<file path="config.mk">
export PLATFORM = sky130hd
export DESIGN_NAME = decode_ctrl_stage_flat
export DESIGN_NICKNAME = d
export VERILOG_FILES = /design/src/rtl/decode_ctrl_if.sv /design/src/rtl/decode_ctrl_stage.sv /design/src/flat_wrapper.sv
export SDC_FILE = /design/constraint.sdc
export NUM_CORES = 1
export LEC_CHECK = 0
export ABC_CLOCK_PERIOD_IN_PS = 1900
export BUFFER_PORTS_ARGS = -buffer_cell sky130_fd_sc_hd__buf_2
export CAP_MARGIN = 20
export CORE_MARGIN = 5
export CORE_UTILIZATION = 40
export DETAILED_ROUTE_END_ITERATION = 8
export PLACE_DENSITY_LB_ADDON = 0.1
export SLEW_MARGIN = 0
export SYNTH_ARGS = -nofsm -noshare
export SYNTH_HDL_FRONTEND = slang
export SYNTH_SLANG_ARGS = --single-unit
</file>
<file path="constraint.sdc">
create_clock -name Clk_i -period 1.9 [get_ports Clk_i]
set_clock_uncertainty 0.1 [all_clocks]
set_input_delay 0.38 -clock Clk_i [delete_from_list [all_inputs] [get_ports Clk_i]]
set_output_delay 0.38 -clock Clk_i [all_outputs]
set_load 0.1 [all_outputs]
</file>
<file path="src/rtl/decode_ctrl_if.sv">
// ID-to-EX control bus of the decode stage: instruction in, registered control bundle out.
interface decode_ctrl_if;
    logic [31:0] Instruction_i;
    logic        InstrValid_i;
    logic        Flush_i;
    logic        Valid_o;
    logic [1:0]  ALUOp_o;
    logic        ALU_A_Src_o;
    logic [1:0]  ALU_B_Src_o;
    logic        BrBase_o;
    logic        BrEn_o;
    logic        UncBr_o;
    logic        MemWrEn_o;
    logic        MemRdEn_o;
    logic        WB_Src_o;
    logic        RegWrEn_o;
    logic [4:0]  Rd_o;
    logic        Illegal_o;
    logic        MulDivBusy_o;
    logic        Stall_o;

    modport master (
        output Instruction_i, InstrValid_i, Flush_i,
        input  Valid_o, ALUOp_o, ALU_A_Src_o, ALU_B_Src_o, BrBase_o, BrEn_o, UncBr_o,
               MemWrEn_o, MemRdEn_o, WB_Src_o, RegWrEn_o, Rd_o, Illegal_o,
               MulDivBusy_o, Stall_o
    );

    modport slave (
        input  Instruction_i, InstrValid_i, Flush_i,
        output Valid_o, ALUOp_o, ALU_A_Src_o, ALU_B_Src_o, BrBase_o, BrEn_o, UncBr_o,
               MemWrEn_o, MemRdEn_o, WB_Src_o, RegWrEn_o, Rd_o, Illegal_o,
               MulDivBusy_o, Stall_o
    );
endinterface

</file>
<file path="src/rtl/decode_ctrl_stage.sv">
// RV32I(M) decode stage: registers the control bundle into ID/EX, inserts load-use
// bubbles and holds the front end while a multi-cycle MUL/DIV occupies EX.
module decode_ctrl_stage #(
    parameter bit          MEXT_EN = 1'b1,
    parameter int unsigned MUL_LAT = 2,
    parameter int unsigned DIV_LAT = 33
) (
    input  logic         Clk_i,
    input  logic         Rst_ni,
    decode_ctrl_if.slave bus
);
    localparam logic [6:0] OP_R      = 7'b0110011;
    localparam logic [6:0] OP_I      = 7'b0010011;
    localparam logic [6:0] OP_LOAD   = 7'b0000011;
    localparam logic [6:0] OP_STORE  = 7'b0100011;
    localparam logic [6:0] OP_BRANCH = 7'b1100011;
    localparam logic [6:0] OP_LUI    = 7'b0110111;
    localparam logic [6:0] OP_JAL    = 7'b1101111;
    localparam logic [6:0] OP_JALR   = 7'b1100111;
    localparam logic [6:0] OP_AUIPC  = 7'b0010111;
    localparam logic [7:0] MUL_L     = 8'(MUL_LAT);
    localparam logic [7:0] DIV_L     = 8'(DIV_LAT);

    typedef enum logic {IDLE, BUSY} state_t;

    typedef struct packed {
        logic [1:0] alu_op;
        logic       a_src;
        logic [1:0] b_src;
        logic       br_base;
        logic       br_en;
        logic       unc_br;
        logic       mem_wr;
        logic       mem_rd;
        logic       wb_src;
        logic       reg_wr;
    } ctrl_t;

    logic [31:0] instr;
    logic [6:0]  opcode;
    logic [4:0]  rs1, rs2, rd;
    ctrl_t       dec;
    logic        dec_illegal, use1, use2, is_m;
    logic [7:0]  lat;

    ctrl_t       ex_q;
    logic        valid_q, illegal_q;
    logic [4:0]  rd_q;
    state_t      state_q, state_d;
    logic [7:0]  cnt_q, cnt_d;
    logic        lu, busy, stall, start_m;

    assign instr  = bus.Instruction_i;
    assign opcode = instr[6:0];
    assign rd     = instr[11:7];
    assign rs1    = instr[19:15];
    assign rs2    = instr[24:20];
    assign lat    = instr[14] ? DIV_L : MUL_L;

    always_comb begin
        dec         = '0;
        dec_illegal = 1'b0;
        use1        = 1'b0;
        use2        = 1'b0;
        is_m        = 1'b0;
        case (opcode)
            OP_R: begin
                // funct7 0000001 is the M extension; without it that encoding is illegal
                if (instr[31:25] == 7'b0000001) begin
                    if (MEXT_EN) begin
                        dec  = ctrl_t'(12'b11_0_00_0_0_0_0_0_0_1);
                        is_m = 1'b1;
                        use1 = 1'b1;
                        use2 = 1'b1;
                    end else begin
                        dec_illegal = 1'b1;
                    end
                end else begin
                    dec  = ctrl_t'(12'b00_0_00_0_0_0_0_0_0_1);
                    use1 = 1'b1;
                    use2 = 1'b1;
                end
            end
            OP_I:      begin dec = ctrl_t'(12'b00_0_01_0_0_0_0_0_0_1); use1 = 1'b1; end
            OP_LOAD:   begin dec = ctrl_t'(12'b01_0_01_0_0_0_0_1_1_1); use1 = 1'b1; end
            OP_STORE:  begin dec = ctrl_t'(12'b01_0_01_0_0_0_1_0_0_0); use1 = 1'b1; use2 = 1'b1; end
            OP_BRANCH: begin dec = ctrl_t'(12'b00_0_00_0_1_0_0_0_0_0); use1 = 1'b1; use2 = 1'b1; end
            OP_LUI:    dec = ctrl_t'(12'b10_0_01_0_0_0_0_0_0_1);
            OP_JAL:    dec = ctrl_t'(12'b01_1_10_0_0_1_0_0_0_1);
            OP_JALR:   begin dec = ctrl_t'(12'b01_1_10_1_0_1_0_0_0_1); use1 = 1'b1; end
            OP_AUIPC:  dec = ctrl_t'(12'b01_1_01_0_0_0_0_0_0_1);
            default:   dec_illegal = 1'b1;
        endcase
    end

    assign lu = valid_q & ex_q.mem_rd & bus.InstrValid_i & (rd_q != 5'd0) &
                ((use1 & (rs1 == rd_q)) | (use2 & (rs2 == rd_q)));

    assign start_m = bus.InstrValid_i & is_m & ~lu & (lat > 8'd1);

    always_ff @(posedge Clk_i or negedge Rst_ni) begin
        if (!Rst_ni) begin
            state_q <= IDLE;
            cnt_q   <= '0;
        end else begin
            state_q <= state_d;
            cnt_q   <= cnt_d;
        end
    end

    always_comb begin
        state_d = state_q;
        cnt_d   = cnt_q;
        if (bus.Flush_i) begin
            state_d = IDLE;
            cnt_d   = '0;
        end else if (state_q == BUSY) begin
            cnt_d = cnt_q - 8'd1;
            if (cnt_q == 8'd1) state_d = IDLE;
        end else if (start_m) begin
            state_d = BUSY;
            cnt_d   = lat - 8'd1;
        end
    end

    always_comb begin
        busy  = (state_q == BUSY);
        stall = ~bus.Flush_i & (busy | lu);
    end

    // EX register: flush > hold while BUSY > load-use bubble > decode
    always_ff @(posedge Clk_i or negedge Rst_ni) begin
        if (!Rst_ni) begin
            ex_q      <= '0;
            valid_q   <= 1'b0;
            rd_q      <= '0;
            illegal_q <= 1'b0;
        end else if (bus.Flush_i || (!busy && (lu || !bus.InstrValid_i))) begin
            ex_q      <= '0;
            valid_q   <= 1'b0;
            rd_q      <= '0;
            illegal_q <= 1'b0;
        end else if (!busy) begin
            ex_q      <= dec;
            valid_q   <= 1'b1;
            rd_q      <= rd;
            illegal_q <= dec_illegal;
        end
    end

    assign bus.Valid_o      = valid_q;
    assign bus.ALUOp_o      = ex_q.alu_op;
    assign bus.ALU_A_Src_o  = ex_q.a_src;
    assign bus.ALU_B_Src_o  = ex_q.b_src;
    assign bus.BrBase_o     = ex_q.br_base;
    assign bus.BrEn_o       = ex_q.br_en;
    assign bus.UncBr_o      = ex_q.unc_br;
    assign bus.MemWrEn_o    = ex_q.mem_wr;
    assign bus.MemRdEn_o    = ex_q.mem_rd;
    assign bus.WB_Src_o     = ex_q.wb_src;
    assign bus.RegWrEn_o    = ex_q.reg_wr;
    assign bus.Rd_o         = rd_q;
    assign bus.Illegal_o    = illegal_q;
    assign bus.MulDivBusy_o = busy;
    assign bus.Stall_o      = stall;
endmodule

</file>
<file path="src/flat_wrapper.sv">
// flat-port wrapper written by rule: the top's interface ports become plain ports
module decode_ctrl_stage_flat 
#(
    parameter bit          MEXT_EN = 1'b1,
    parameter int unsigned MUL_LAT = 2,
    parameter int unsigned DIV_LAT = 33
)
  (Clk_i, Rst_ni, bus_Instruction_i, bus_InstrValid_i, bus_Flush_i, bus_Valid_o, bus_ALUOp_o, bus_ALU_A_Src_o, bus_ALU_B_Src_o, bus_BrBase_o, bus_BrEn_o, bus_UncBr_o, bus_MemWrEn_o, bus_MemRdEn_o, bus_WB_Src_o, bus_RegWrEn_o, bus_Rd_o, bus_Illegal_o, bus_MulDivBusy_o, bus_Stall_o);
  decode_ctrl_if bus_i ();
  input  logic Clk_i;
  input  logic Rst_ni;
  input wire logic [$bits(bus_i.Instruction_i)-1:0] bus_Instruction_i;
  input wire logic [$bits(bus_i.InstrValid_i)-1:0] bus_InstrValid_i;
  input wire logic [$bits(bus_i.Flush_i)-1:0] bus_Flush_i;
  output wire logic [$bits(bus_i.Valid_o)-1:0] bus_Valid_o;
  output wire logic [$bits(bus_i.ALUOp_o)-1:0] bus_ALUOp_o;
  output wire logic [$bits(bus_i.ALU_A_Src_o)-1:0] bus_ALU_A_Src_o;
  output wire logic [$bits(bus_i.ALU_B_Src_o)-1:0] bus_ALU_B_Src_o;
  output wire logic [$bits(bus_i.BrBase_o)-1:0] bus_BrBase_o;
  output wire logic [$bits(bus_i.BrEn_o)-1:0] bus_BrEn_o;
  output wire logic [$bits(bus_i.UncBr_o)-1:0] bus_UncBr_o;
  output wire logic [$bits(bus_i.MemWrEn_o)-1:0] bus_MemWrEn_o;
  output wire logic [$bits(bus_i.MemRdEn_o)-1:0] bus_MemRdEn_o;
  output wire logic [$bits(bus_i.WB_Src_o)-1:0] bus_WB_Src_o;
  output wire logic [$bits(bus_i.RegWrEn_o)-1:0] bus_RegWrEn_o;
  output wire logic [$bits(bus_i.Rd_o)-1:0] bus_Rd_o;
  output wire logic [$bits(bus_i.Illegal_o)-1:0] bus_Illegal_o;
  output wire logic [$bits(bus_i.MulDivBusy_o)-1:0] bus_MulDivBusy_o;
  output wire logic [$bits(bus_i.Stall_o)-1:0] bus_Stall_o;
  assign bus_i.Instruction_i = bus_Instruction_i;
  assign bus_i.InstrValid_i = bus_InstrValid_i;
  assign bus_i.Flush_i = bus_Flush_i;
  assign bus_Valid_o = bus_i.Valid_o;
  assign bus_ALUOp_o = bus_i.ALUOp_o;
  assign bus_ALU_A_Src_o = bus_i.ALU_A_Src_o;
  assign bus_ALU_B_Src_o = bus_i.ALU_B_Src_o;
  assign bus_BrBase_o = bus_i.BrBase_o;
  assign bus_BrEn_o = bus_i.BrEn_o;
  assign bus_UncBr_o = bus_i.UncBr_o;
  assign bus_MemWrEn_o = bus_i.MemWrEn_o;
  assign bus_MemRdEn_o = bus_i.MemRdEn_o;
  assign bus_WB_Src_o = bus_i.WB_Src_o;
  assign bus_RegWrEn_o = bus_i.RegWrEn_o;
  assign bus_Rd_o = bus_i.Rd_o;
  assign bus_Illegal_o = bus_i.Illegal_o;
  assign bus_MulDivBusy_o = bus_i.MulDivBusy_o;
  assign bus_Stall_o = bus_i.Stall_o;
  decode_ctrl_stage #(.MEXT_EN(MEXT_EN), .MUL_LAT(MUL_LAT), .DIV_LAT(DIV_LAT)) u_core (.Clk_i(Clk_i), .Rst_ni(Rst_ni), .bus(bus_i));
endmodule
</file>
## Yosys cells after proc, flatten, opt, wreduce, memory -nomap -nowiden

Index checks and enable logic that the tools add are counted.

| word-level totals | value |
|---|---|
| output and inout bits | 21 |
| register bits | 28 |
| input bits | 36 |

| cells by class | value |
|---|---|
| eq/ne operators | 14 |
| magnitude comparators | 1 |
| add/subtract/negate cells | 2 |
| reductions and logical operators | 10 |
| bitwise gates (word level) | 14 |
| mux-type cells | 23 |

Operators by type and width:

| cell | number |
|---|---|
| case mux 12 bit (9 select lines) | 1 |
| 2-to-1 mux 12 bit | 3 |
| 2-to-1 mux 8 bit | 3 |
| equality test 7 x 6 -> 1 bit (second input constant) | 3 |
| equality test 7 bit (second input constant) | 3 |
| subtractor 8 x 1 -> 8 bit (second input constant) | 2 |
| equality test 7 x 5 -> 1 bit (second input constant) | 2 |
| 2-to-1 mux 1 bit | 13 |
| AND 1 bit | 10 |
| equality test 5 bit | 2 |
| 2-to-1 mux 5 bit | 2 |
| OR reduction 9 bit | 1 |
| equality test 8 x 1 -> 1 bit (second input constant) | 1 |
| greater-than comparator 8 x 1 -> 1 bit (second input constant) | 1 |
| equality test 7 x 1 -> 1 bit (second input constant) | 1 |
| equality test 7 x 2 -> 1 bit (second input constant) | 1 |
| 2-to-1 mux 6 bit | 1 |
| OR reduction 6 bit | 1 |
| nonzero test 5 bit | 1 |
| nonzero test 3 bit | 1 |
| OR reduction 3 bit | 1 |
| zero test 1 bit | 2 |
| logical OR 1 bit | 2 |
| != test 2 bit (second input constant) | 1 |
| 3 further kinds | 5 |

## Depth between registers and ports, before layout

Gate-level depths: netlist of the first run.

| logic depth | value |
|---|---|
| word-level depth | 12 |
| depth in mapped cells | 8 |
| gate-level depth less buffers | 7 |

## Worst setup path after synthesis of the first run

OpenSTA, ideal clock, no wires.

| path | value |
|---|---|
| kind | register to output |
| from | reg u_core.rd_q[1] (netlist: u_core.bus.Rd_o[1]) |
| to | out bus_Stall_o |
| slack | -1878 ps |
| path buffers | 1 |
| cell stages (with the launch flop) | 8 |
| arrival time | 3298 ps |
| cell sequence | dfrtp_1 xor2_1 nor4_1 nand4_1 a21oi_2 buf_2 a21oi_1 nor2_1 |

| on the way | value |
|---|---|
| longest elaborated chain between the ends | 6 |
| elaborated cells between the ends (all ways) | 10 |

Ends and longest elaborated chain:

| what | line | RTL |
|---|---|---|
| from (decl) | decode_ctrl_stage.sv:48 | `logic [4:0] rd_q;` |
| from (signal assigned) | decode_ctrl_stage.sv:146 | `rd_q <= rd;` |
| equality test 5 bit | decode_ctrl_stage.sv:97 | `((use1 & (rs1 == rd_q)) \| (use2 & (rs2 == rd_q)));` |
| AND 1 bit | decode_ctrl_stage.sv:97 |  |
| OR 1 bit | decode_ctrl_stage.sv:97 |  |
| AND 1 bit * | decode_ctrl_stage.sv:96 | `assign lu = valid_q & ex_q.mem_rd & bus.InstrValid_i & (rd_q != 5'd0) &` |
| OR 1 bit * | decode_ctrl_stage.sv:128 | `stall = ~bus.Flush_i & (busy \| lu);` |
| AND 1 bit * | decode_ctrl_stage.sv:128 |  |
| to (decl) | flat_wrapper.sv:29 | `output wire logic [$bits(bus_i.Stall_o)-1:0] bus_Stall_o;` |

Every way passes the cells marked *; elsewhere a longest branch is shown, timed or not.

## Worst setup path in the final report of the first run

| path | value |
|---|---|
| from | reg u_core.rd_q[4] (netlist: u_core.bus.Rd_o[4]) |
| to | reg u_core.cnt_q[5] |

| on the way | value |
|---|---|
| longest elaborated chain between the ends | 8 |
| elaborated cells between the ends (all ways) | 12 |

Ends and longest elaborated chain:

| what | line | RTL |
|---|---|---|
| equality test 5 bit | decode_ctrl_stage.sv:97 |  |
| AND 1 bit | decode_ctrl_stage.sv:97 |  |
| OR 1 bit | decode_ctrl_stage.sv:97 |  |
| AND 1 bit * | decode_ctrl_stage.sv:96 |  |
| inverter 1 bit * | decode_ctrl_stage.sv:99 | `assign start_m = bus.InstrValid_i & is_m & ~lu & (lat > 8'd1);` |
| AND 1 bit * (2 in series) | decode_ctrl_stage.sv:99 |  |
| nonzero test 3 bit (no source line) * | n/a |  |
| to (signal assigned) | decode_ctrl_stage.sv:107 | `cnt_q <= cnt_d;` |
| to (decl) | decode_ctrl_stage.sv:50 | `logic [7:0] cnt_q, cnt_d;` |

Marked as above.
A chain may end at the register's enable or synchronous reset.

==> metrics.txt, run 1 <==
Max-slew headroom 0.608; Syn Std Cell Area 1570 um2; Remaining DRCs 0; number of synthesized flops with an enable pin 0; I/O pins 57; FFs w/ async S/R, synth 1.00; startpoint types flip-flop; GP Congestion 0.841; Mapped Nets 207; final hold viol count 18; Clk pwr share 0.369; top-count cell post-synth dfrtp_1; global-route wire length before repair 7.61 mm; DR pass1 iterations 4; FP Rows 22; Inserted Diodes 0; Internal Pwr Total 935 uW; Net Sw Power 352 uW; DRT Wirelength 4.82 mm; Flop pwr share 0.444; Final #Nets 289; cells after synthesis 169; final setup fails 27; Place WS -0.590 ns; DR vias/cell about 5.3; Max Clk Rate approximately 390 MHz; VDD IR max roughly 0.00028 V; PnR worst setup slack -0.692 ns; vias in the first global route 1592; Final Critical Period around 2.6 ns; RSZ-0062 raised after global routing true; GR Layer Usage met3 0.0386; clk sink count 26; failing checks hold timing, setup timing; Die ar. ~5300 um2; PortBufs between 50 and 60; Worst R2R Start u_core.bus.Rd_o[4]$_DFFE_PN0P_; clock tree buffer depth 2; crit path kind flip-flop to flip-flop; initial antenna violation count 0; Post-DP HPWL between 3 and 4 mm; Num CTS Buffers 3; GR met1 Demand/Resource 0.242; Final Util 0.627; chip height 72.7 um; Initial Util 0.420; worst skew pair latency roughly 0.28 ns; DRT iter0 DRCs 98; crit-path max cell delay 0.53 ns; synthesized area per cell 9.31 um2; met2 Use GR 0.298; Crit Path Max Fanout 9; CTS Hold Buffers Added 0; DP Cell Count 283; grt ovf 0; PD cells 548 nW/um2; area leader, netlist dfrtp_1; Critical Path RT 1.99 ns; Comb pwr share 0.188; CTS root buf clkbuf_8; status finished with violations; CP dominant cell by count buf_6; Area Overhead vs Synth 49.2%; Hold Path Class primary input to async pin; period utilization 1.36; ys flop type dfrtp_1; Max stage delay cell, worst path dfrtp_4; core area 3740 um2; register area share after synthesis 0.414; die width 72.7 um; average wire per standard cell approximately 16 um; worst slew pin tran 0.588 ns; H-tree depth 1; max-slew violation count 0; Routed Antenna Nets 0; Yosys top cell area share 0.414; dominant cells by area after synthesis dfrtp_1 (41%), xor2_1 (8.4%), a22o_1 (6.7%); crit path capture type flip-flop; largest net degree at the start of global routing 27; GRT Total Usage 0.183; Yosys warning count 0; CTS tree done; count of cell types in the netlist 37; crit path DAT 2.68 ns; Final TNS setup -14.42 ns; P_leak 0.00115 uW; max-cap violations 0; crit path launch u_core.bus.Rd_o[4]$_DFFE_PN0P_; clk slew on worst S/H paths 0.10 ns; proportion of layout cells with a drive suffix above 1 0.452; Post-synth top cells dfrtp_1 (26), a21oi_1 (16), xor2_1 (15), nand2_1 (13), a22o_1 (12); critical path, cell by cell buf_6, or4_4, o211ai_4, a21oi_4, buf_4, buf_6, buf_8, or4_1, and3_1; worst hold margin -0.0145 ns; Sw Ratio 0.274; Via Count 1593; gr busiest metal met2; FF+latch count, synth 26; Non-Filler Instances a little under 300
[repair_timing]
item,CTS,global route
gates resized for setup,7,13
setup endpoints to repair,27,27
pin swaps,7,16
setup buffers,4,6
[critical path, delay by kind of cell (launching register included)]
kind | cells | cell delay (ns)
simple gates | 3 | 1.12
flops | 1 | 0.53
compound gates | 2 | 0.26
buf+inv | 4 | 0.50
[path summary, 6_finish.rpt]
check	endpoint	cells past startpoint	slack, ns
min in group Clk_i	u_core.bus.Rd_o[1]$_DFFE_PN0P_	2	0.22
worst min-delay path	u_core.bus.Valid_o$_DFFE_PN0P_	1	-0.01
worst max-delay path	u_core.cnt_q[5]$_DFFE_PN0P_	9	-0.69
worst min register to register	u_core.bus.ALU_B_Src_o[0]$_DFFE_PN0P_	1	0.40
max in group asynchronous	u_core.bus.Rd_o[3]$_DFFE_PN0P_	1	1.27
worst max register to register	u_core.cnt_q[5]$_DFFE_PN0P_	9	-0.69
[metrics by stage]
stage	total power, uW	instance area [um2]
2_1_floorplan	697	1620
3_3_place_gp	794	2090
3_5_place_dp	796	2090
4_1_cts	1280	2230
5_1_grt	1340	2350
6_report	1290	2350
[sequential cells by signal, indices dropped and copies added (netlist names)]
register,count
u_core.bus.MemWrEn_o,1
u_core.bus.BrEn_o,1
u_core.bus.ALU_A_Src_o,1
u_core.bus.WB_Src_o,1
u_core.cnt_q,8
u_core.bus.BrBase_o,1
u_core.bus.ALU_B_Src_o,1
u_core.bus.ALUOp_o,2
u_core.bus.Illegal_o,1
u_core.bus.RegWrEn_o,1
u_core.bus.UncBr_o,1
u_core.bus.Rd_o,5
u_core.bus.Valid_o,1
u_core.bus.MulDivBusy_o,1
[logic make-up after synthesis]
kind of cell	Yosys count	share of synthesized area
AO/OA/AOI/OAI	48	0.212
XOR/XNOR	16	0.0891
adder cells (fa/ha/maj)	2	0.0159
buffers and inverters	15	0.0461
flip-flops	26	0.414
AND/OR/NAND/NOR	62	0.224
[cell type report]
cell class	count	area (um2)
well taps	48	60.1
fillers	331	1400
clock buffers	3	41.3
repair buffers	90	597
flip-flops and latches	26	671
clock inverters	1	30.0
multi-input cells	128	941
inverters	2	7.51
[metal layers]
layer	wire length [um]	part of all wire	vias up
met5	0	0	-
met1	2060	0.43	768
met4	95	0.020	0
li1	-	-	772
met3	310	0.064	9
met2	2350	0.49	44
[layout by cell type, fill, tap and decap left out, types with 3 or more instances in the layout]
master,netlist,layout
dfrtp_1,26,20
nand3_1,3,3
nor2_1,10,9
dfrtp_4,0,5
buf_6,1,5
nor4_1,5,3
nor3_1,6,6
buf_4,2,30
o21ai_1,0,3
a32o_1,4,4
nand3b_1,3,3
a21oi_1,16,15
a22o_1,12,12
nor2b_1,7,7
nand2_1,13,13
and3_1,4,4
o21ai_0,10,7
xor2_1,15,13
buf_2,1,52
clkbuf_8,0,3
[power groups by stage]
stage | clock [uW] | combinational [uW] | sequential (uW)
after floorplan | 0 | 59.9 | 638
after global placement | 0 | 213 | 581
after detailed placement | 0 | 215 | 581
after CTS | 480 | 227 | 570
after global routing | 504 | 259 | 573
final | 474 | 241 | 571
Power figures use the tool's default switching activity.
==> run 2: changes to the inputs <==
--- a/config.mk
+++ b/config.mk
@@ -9,7 +9,7 @@
 export BUFFER_PORTS_ARGS = -buffer_cell sky130_fd_sc_hd__buf_2
 export CAP_MARGIN = 20
 export CORE_MARGIN = 5
-export CORE_UTILIZATION = 40
+export CORE_UTILIZATION = 44
 export DETAILED_ROUTE_END_ITERATION = 8
 export PLACE_DENSITY_LB_ADDON = 0.1
 export SLEW_MARGIN = 0
==> run 2 against run 1 <==
Net effect:
- critical endpoint is now bus_Stall_o
- largest power group unchanged
- critical path type is now flip-flop to output pin
- combinational power down 6%
- die area down 7.9%
- hold slack better by 0.19 ns
- the flow finishes with violations (setup timing)
- fmax rose by 0.26%
- clock-buffer cell count grew 1
- sequential share of layout area rose by 1.3 points
- clock power fell by 40%
==> metrics.txt, run 2 (synthesized netlist as in run 1, its figures left out) <==
status finished with violations; failing checks setup timing; DR pass1 iterations 4; Worst R2R Setup Slack -0.59 ns; I/O pins 57; Area Overhead vs Synth 42.8%; GP Congestion 0.823; PD cells around 480 nW/um2; cell family with most CP delay simple AND/OR/NAND/NOR gates; core area 3390 um2; largest net degree at the start of global routing 27; CTS tree done; startpoint types flip-flop; worst slew pin tran 0.575 ns; grt ovf 0; Post-DP Area 2090 um2; DRT iter0 DRCs between 80 and 90; Final Critical Period roughly 2.6 ns; chip height about 70 um; VDD IR max 0.000228 V; clk sink count 26; vias in the first global route 1592; die width 69.8 um; H-tree depth 1; Final TNS setup -12.70 ns; Finished Cell Area 2250 um2; Via Count 1569; clock tree buffer depth 2; Crit Path Max Fanout 3; most frequent cells in the layout buf_2 (50), buf_4 (26), dfrtp_1 (20); Final #Nets 284; DRT Wirelength 4.48 mm; Initial Util 0.464; Remaining DRCs 0; period utilization 1.36; average wire per standard cell 15.4 um; crit path kind flip-flop to output pin; Critical Path RT 1.42 ns; final setup fails 27; DR vias/cell 5.39; clk slew on worst S/H paths 0.14 ns; crit path capture type output pin; max-slew violation count 0; Inserted Diodes 0; PnR worst setup slack -0.686 ns; initial antenna violation count 0; Max stage delay cell, worst path dfrtp_4; Buf/Inv on CP 1; CP dominant cell by count a21oi_4; Num CTS Buffers 3; FP Rows 21; P_leak about 0.0011 uW; crit path DAT 2.11 ns; Routed Antenna Nets 0; GRT Total Usage 0.183; fill count 275; worst skew pair latency roughly 0.32 ns; max-cap violations 0; Max-slew headroom 0.617; RSZ-0062 raised after global routing true; Post-DP HPWL approximately 3.4 mm; global-route wire length before repair 7.42 mm; crit-path max cell delay 0.53 ns; critical path, cell by cell xor2_1, nor4_1, nand3_1, a21oi_4, a21oi_4, nor2_4, buf_12; Die ar. 4870 um2; PortBufs 54; proportion of layout cells with a drive suffix above 1 0.445; commonest non-fill, non-tap cell in the layout buf_2; Hold Path Class primary input to flip-flop; max reg flops 8; Top reg by flops u_core.cnt_q; final hold viol count 0; Max Clk Rate 387 MHz; CTS root buf clkbuf_4
-- run 2: path summary, 6_finish.rpt --
check                                                    start                               to  depth (start not counted)
worst max-delay path            u_core.bus.Rd_o[1]$_DFFE_PN0P_                      bus_Stall_o                          7
worst min register to register   u_core.bus.BrEn_o$_DFFE_PN0P_    u_core.bus.BrEn_o$_DFFE_PN0P_                          1
max in group asynchronous                               Rst_ni   u_core.bus.Rd_o[1]$_DFFE_PN0P_                          2
worst max register to register  u_core.bus.Rd_o[2]$_DFFE_PN0P_  u_core.bus.WB_Src_o$_DFFE_PN0P_                          9
min in group asynchronous                               Rst_ni   u_core.bus.Rd_o[0]$_DFFE_PN0P_                          2
worst min-delay path                      bus_Instruction_i[9]   u_core.bus.Rd_o[2]$_DFFE_PN0P_                          2
-- run 2: metrics by stage --
stage	power, uW	worst slack, ns	utilization	hold WS, ns	std cells
after CTS	1090	-0.689	0.641	0.164	289
after detailed placement	797	-0.409	0.617	0.324	281
after floorplan	697	-0.772	-	-0.0156	169
after global placement	792	-0.373	0.617	0.319	281
after global routing	1130	-0.745	0.663	0.170	291
final	1080	-0.686	0.663	0.171	291
-- run 2: power breakdown --
group	leakage, uW	internal [uW]	switching, uW	total (uW)
Clock	0.0000210	117	169	286
Sequential	0.000348	563	8.25	572
Combinational	0.000733	85.0	141	226
-- run 2: layer usage --
layer | track usage | vias to the layer above | part of all wire
met5 | 0 | - | 0
met4 | 0.0511 | 0 | 0.015
met3 | 0.0319 | 6 | 0.052
met2 | 0.325 | 42 | 0.53
met1 | 0.226 | 755 | 0.40
li1 | - | 766 | -
-- run 2: what timing repair did --
item                                    in CTS  in global routing
hold buffers                                 1                  0
pin swaps                                    6                 12
setup buffers                                3                  1
gates resized for setup                      8                 14
endpoints found under the hold margin       26                  0
endpoints found under the setup margin      27                 29
cloned                                       0                  0
-- run 2: area by class of cell --
type / count / area, um2 / share of cell area
Inverter: 2 / 7.51 / 0.00334
Clock buffer: 4 / 36.3 / 0.0162
Multi-Input combinational cell: 128 / 918 / 0.409
Timing Repair Buffer: 85 / 556 / 0.247
Tap cell: 46 / 57.6 / 0.0256
Sequential cell: 26 / 671 / 0.299
==> run 3: changes to the inputs <==
--- a/config.mk
+++ b/config.mk
@@ -10,8 +10,10 @@
 export CAP_MARGIN = 20
 export CORE_MARGIN = 5
 export CORE_UTILIZATION = 44
+export CTS_CLUSTER_SIZE = 8
 export DETAILED_ROUTE_END_ITERATION = 8
 export PLACE_DENSITY_LB_ADDON = 0.1
+export RECOVER_POWER = 50
 export SLEW_MARGIN = 0
 export SYNTH_ARGS = -nofsm -noshare
 export SYNTH_HDL_FRONTEND = slang
==> run 3 against run 2 <==
Net effect:
- the run still ends with setup timing left
- via count is the same
- utilization did not move
- worst setup slack is the same
- design area is the same
- flip-flop and latch count unchanged
- critical endpoint unchanged
- largest cell class unchanged
==> metrics.txt, run 3 (synthesized netlist as in run 1, its figures left out) <==
max-cap violations 0; Internal Pwr Total 766 uW; Top reg by flops u_core.cnt_q; Routed Antenna Nets 0; cell family with most CP delay simple AND/OR/NAND/NOR gates; core area between 3000 and 4000 um2; period utilization 1.36; multi-input logic area 918 um2; DR vias/cell 5.39; RSZ-0062 raised after global routing true; Hold Path Class primary input to flip-flop; register area 671 um2; Sw Ratio 0.294; GRT Total Usage 0.183; Clk pwr share 0.264; average wire per standard cell 15.4 um; Buf/Inv on CP 1; crit path kind flip-flop to output pin; VDD IR max approximately 0.00023 V; DRT iter0 DRCs 85; Max Clk Rate 387 MHz; most frequent cells in the layout buf_2 (49), buf_4 (26), dfrtp_1 (20); largest net degree at the start of global routing 27; crit-path max cell delay about 0.53 ns; die width 69.8 um; final hold viol count 0; crit path DAT 2.11 ns; CTS tree done; Critical Path RT between 1 and 1.5 ns; initial antenna violation count 0; proportion of layout cells with a drive suffix above 1 0.445; Die ar. 4870 um2; chip height approximately 70 um; grt ovf 0; CTS root buf clkbuf_4; Hold Crit Depth 2; worst hold margin 0.171 ns; startpoint types flip-flop; commonest non-fill, non-tap cell in the layout buf_2; vias in the first global route roughly 1.6k; failing checks setup timing; Remaining DRCs 0; max-slew violation count 0; DRT Wirelength 4.48 mm; Final TNS setup -12.70 ns; Flop pwr share 0.527; worst slew pin tran 0.639 ns; critical path depth 7; FP Rows 21; Inserted Diodes 0; PnR worst setup slack -0.686 ns; PortBufs 54; critical path, cell by cell xor2_1, nor4_1, nand3_1, a21oi_4, a21oi_4, nor2_4, buf_12; fill count 275; Comb pwr share 0.209; crit path capture type output pin; Via Count 1569; Final #Nets 284; status finished with violations; Tot Pwr 1080 uW; Max stage delay cell, worst path dfrtp_4; global-route wire length before repair between 7 and 8 mm; CP dominant cell by count a21oi_4; P_leak approximately 0.0011 uW; Area Overhead vs Synth 42.8%; Max-slew headroom 0.574; worst skew pair latency 0.32 ns; Net Sw Power 319 uW; Register-to-Register Path Depth 9; Final Critical Period 2.59 ns; Initial Util 0.464; Crit Path Max Fanout 3; Num CTS Buffers 3; PD cells between 400 and 500 nW/um2; clock tree buffer depth 2; H-tree depth 1; clk sink count 26; max reg flops 8; Post-DP HPWL between 3 and 4 mm; final setup fails 27; I/O pins 57; GP Congestion 0.823; clk slew on worst S/H paths 0.14 ns; DR pass1 iterations 4
## run 3: path summary, 6_finish.rpt
check                                                from                              end  slack, ns
max                        u_core.bus.Rd_o[1]$_DFFE_PN0P_                      bus_Stall_o      -0.69
min                                  bus_Instruction_i[9]   u_core.bus.Rd_o[2]$_DFFE_PN0P_       0.17
max reg2reg                u_core.bus.Rd_o[2]$_DFFE_PN0P_  u_core.bus.WB_Src_o$_DFFE_PN0P_      -0.59
min reg2reg                 u_core.bus.BrEn_o$_DFFE_PN0P_    u_core.bus.BrEn_o$_DFFE_PN0P_       0.41
max in group asynchronous                          Rst_ni   u_core.bus.Rd_o[1]$_DFFE_PN0P_       0.74
min in group asynchronous                          Rst_ni   u_core.bus.Rd_o[0]$_DFFE_PN0P_       0.49
## run 3: metal layers
| metal | global-route usage | share of wire |
|---|---|---|
| met4 | 0.0511 | 0.015 |
| met2 | 0.325 | 0.53 |
| met3 | 0.0319 | 0.052 |
| met1 | 0.226 | 0.40 |
| met5 | 0 | 0 |
## run 3: power by group through the flow
stage / Combinational (uW) / Clock [uW] / Sequential (uW)
3_5_place_dp: 215 / 0 / 582
4_1_cts: 221 / 295 / 571
3_3_place_gp: 210 / 0 / 582
2_1_floorplan: 59.9 / 0 / 638
6_report: 226 / 286 / 572
5_1_grt: 243 / 312 / 573
## run 3: metrics by stage
stage / util / instance area, um2 / worst slack [ns] / std cells
finish: 0.663 / 2250 / -0.686 / 291
CTS: 0.641 / 2170 / -0.689 / 289
detailed placement: 0.617 / 2090 / -0.409 / 281
global placement: 0.617 / 2090 / -0.373 / 281
floorplan: - / 1620 / -0.772 / 169
global route: 0.663 / 2250 / -0.745 / 291
## run 3: cell type report
cell class                 count  area share
tap                           46      0.0256
timing repair buffer          85       0.247
clock buffer                   4      0.0162
sequential                    26       0.299
inverter                       2     0.00334
multi-input combinational    128       0.409
## run 3: repair_timing
action | in CTS | in global routing
gates resized for setup | 8 | 14
buffers inserted | 3 | 1
endpoints found under the setup margin | 27 | 29
hold buffers | 1 | 0
pin swaps | 6 | 12
hold endpoints to repair | 26 | 0
## run 3: worst reg2reg max path: cells and delay by family (launching register included)
family                 cells  cell delay (ns)
AO/OA/AOI/OAI              3             0.45
buffers and inverters      4             0.56
AND/OR/NAND/NOR            2             0.82
flip-flops                 1             0.51
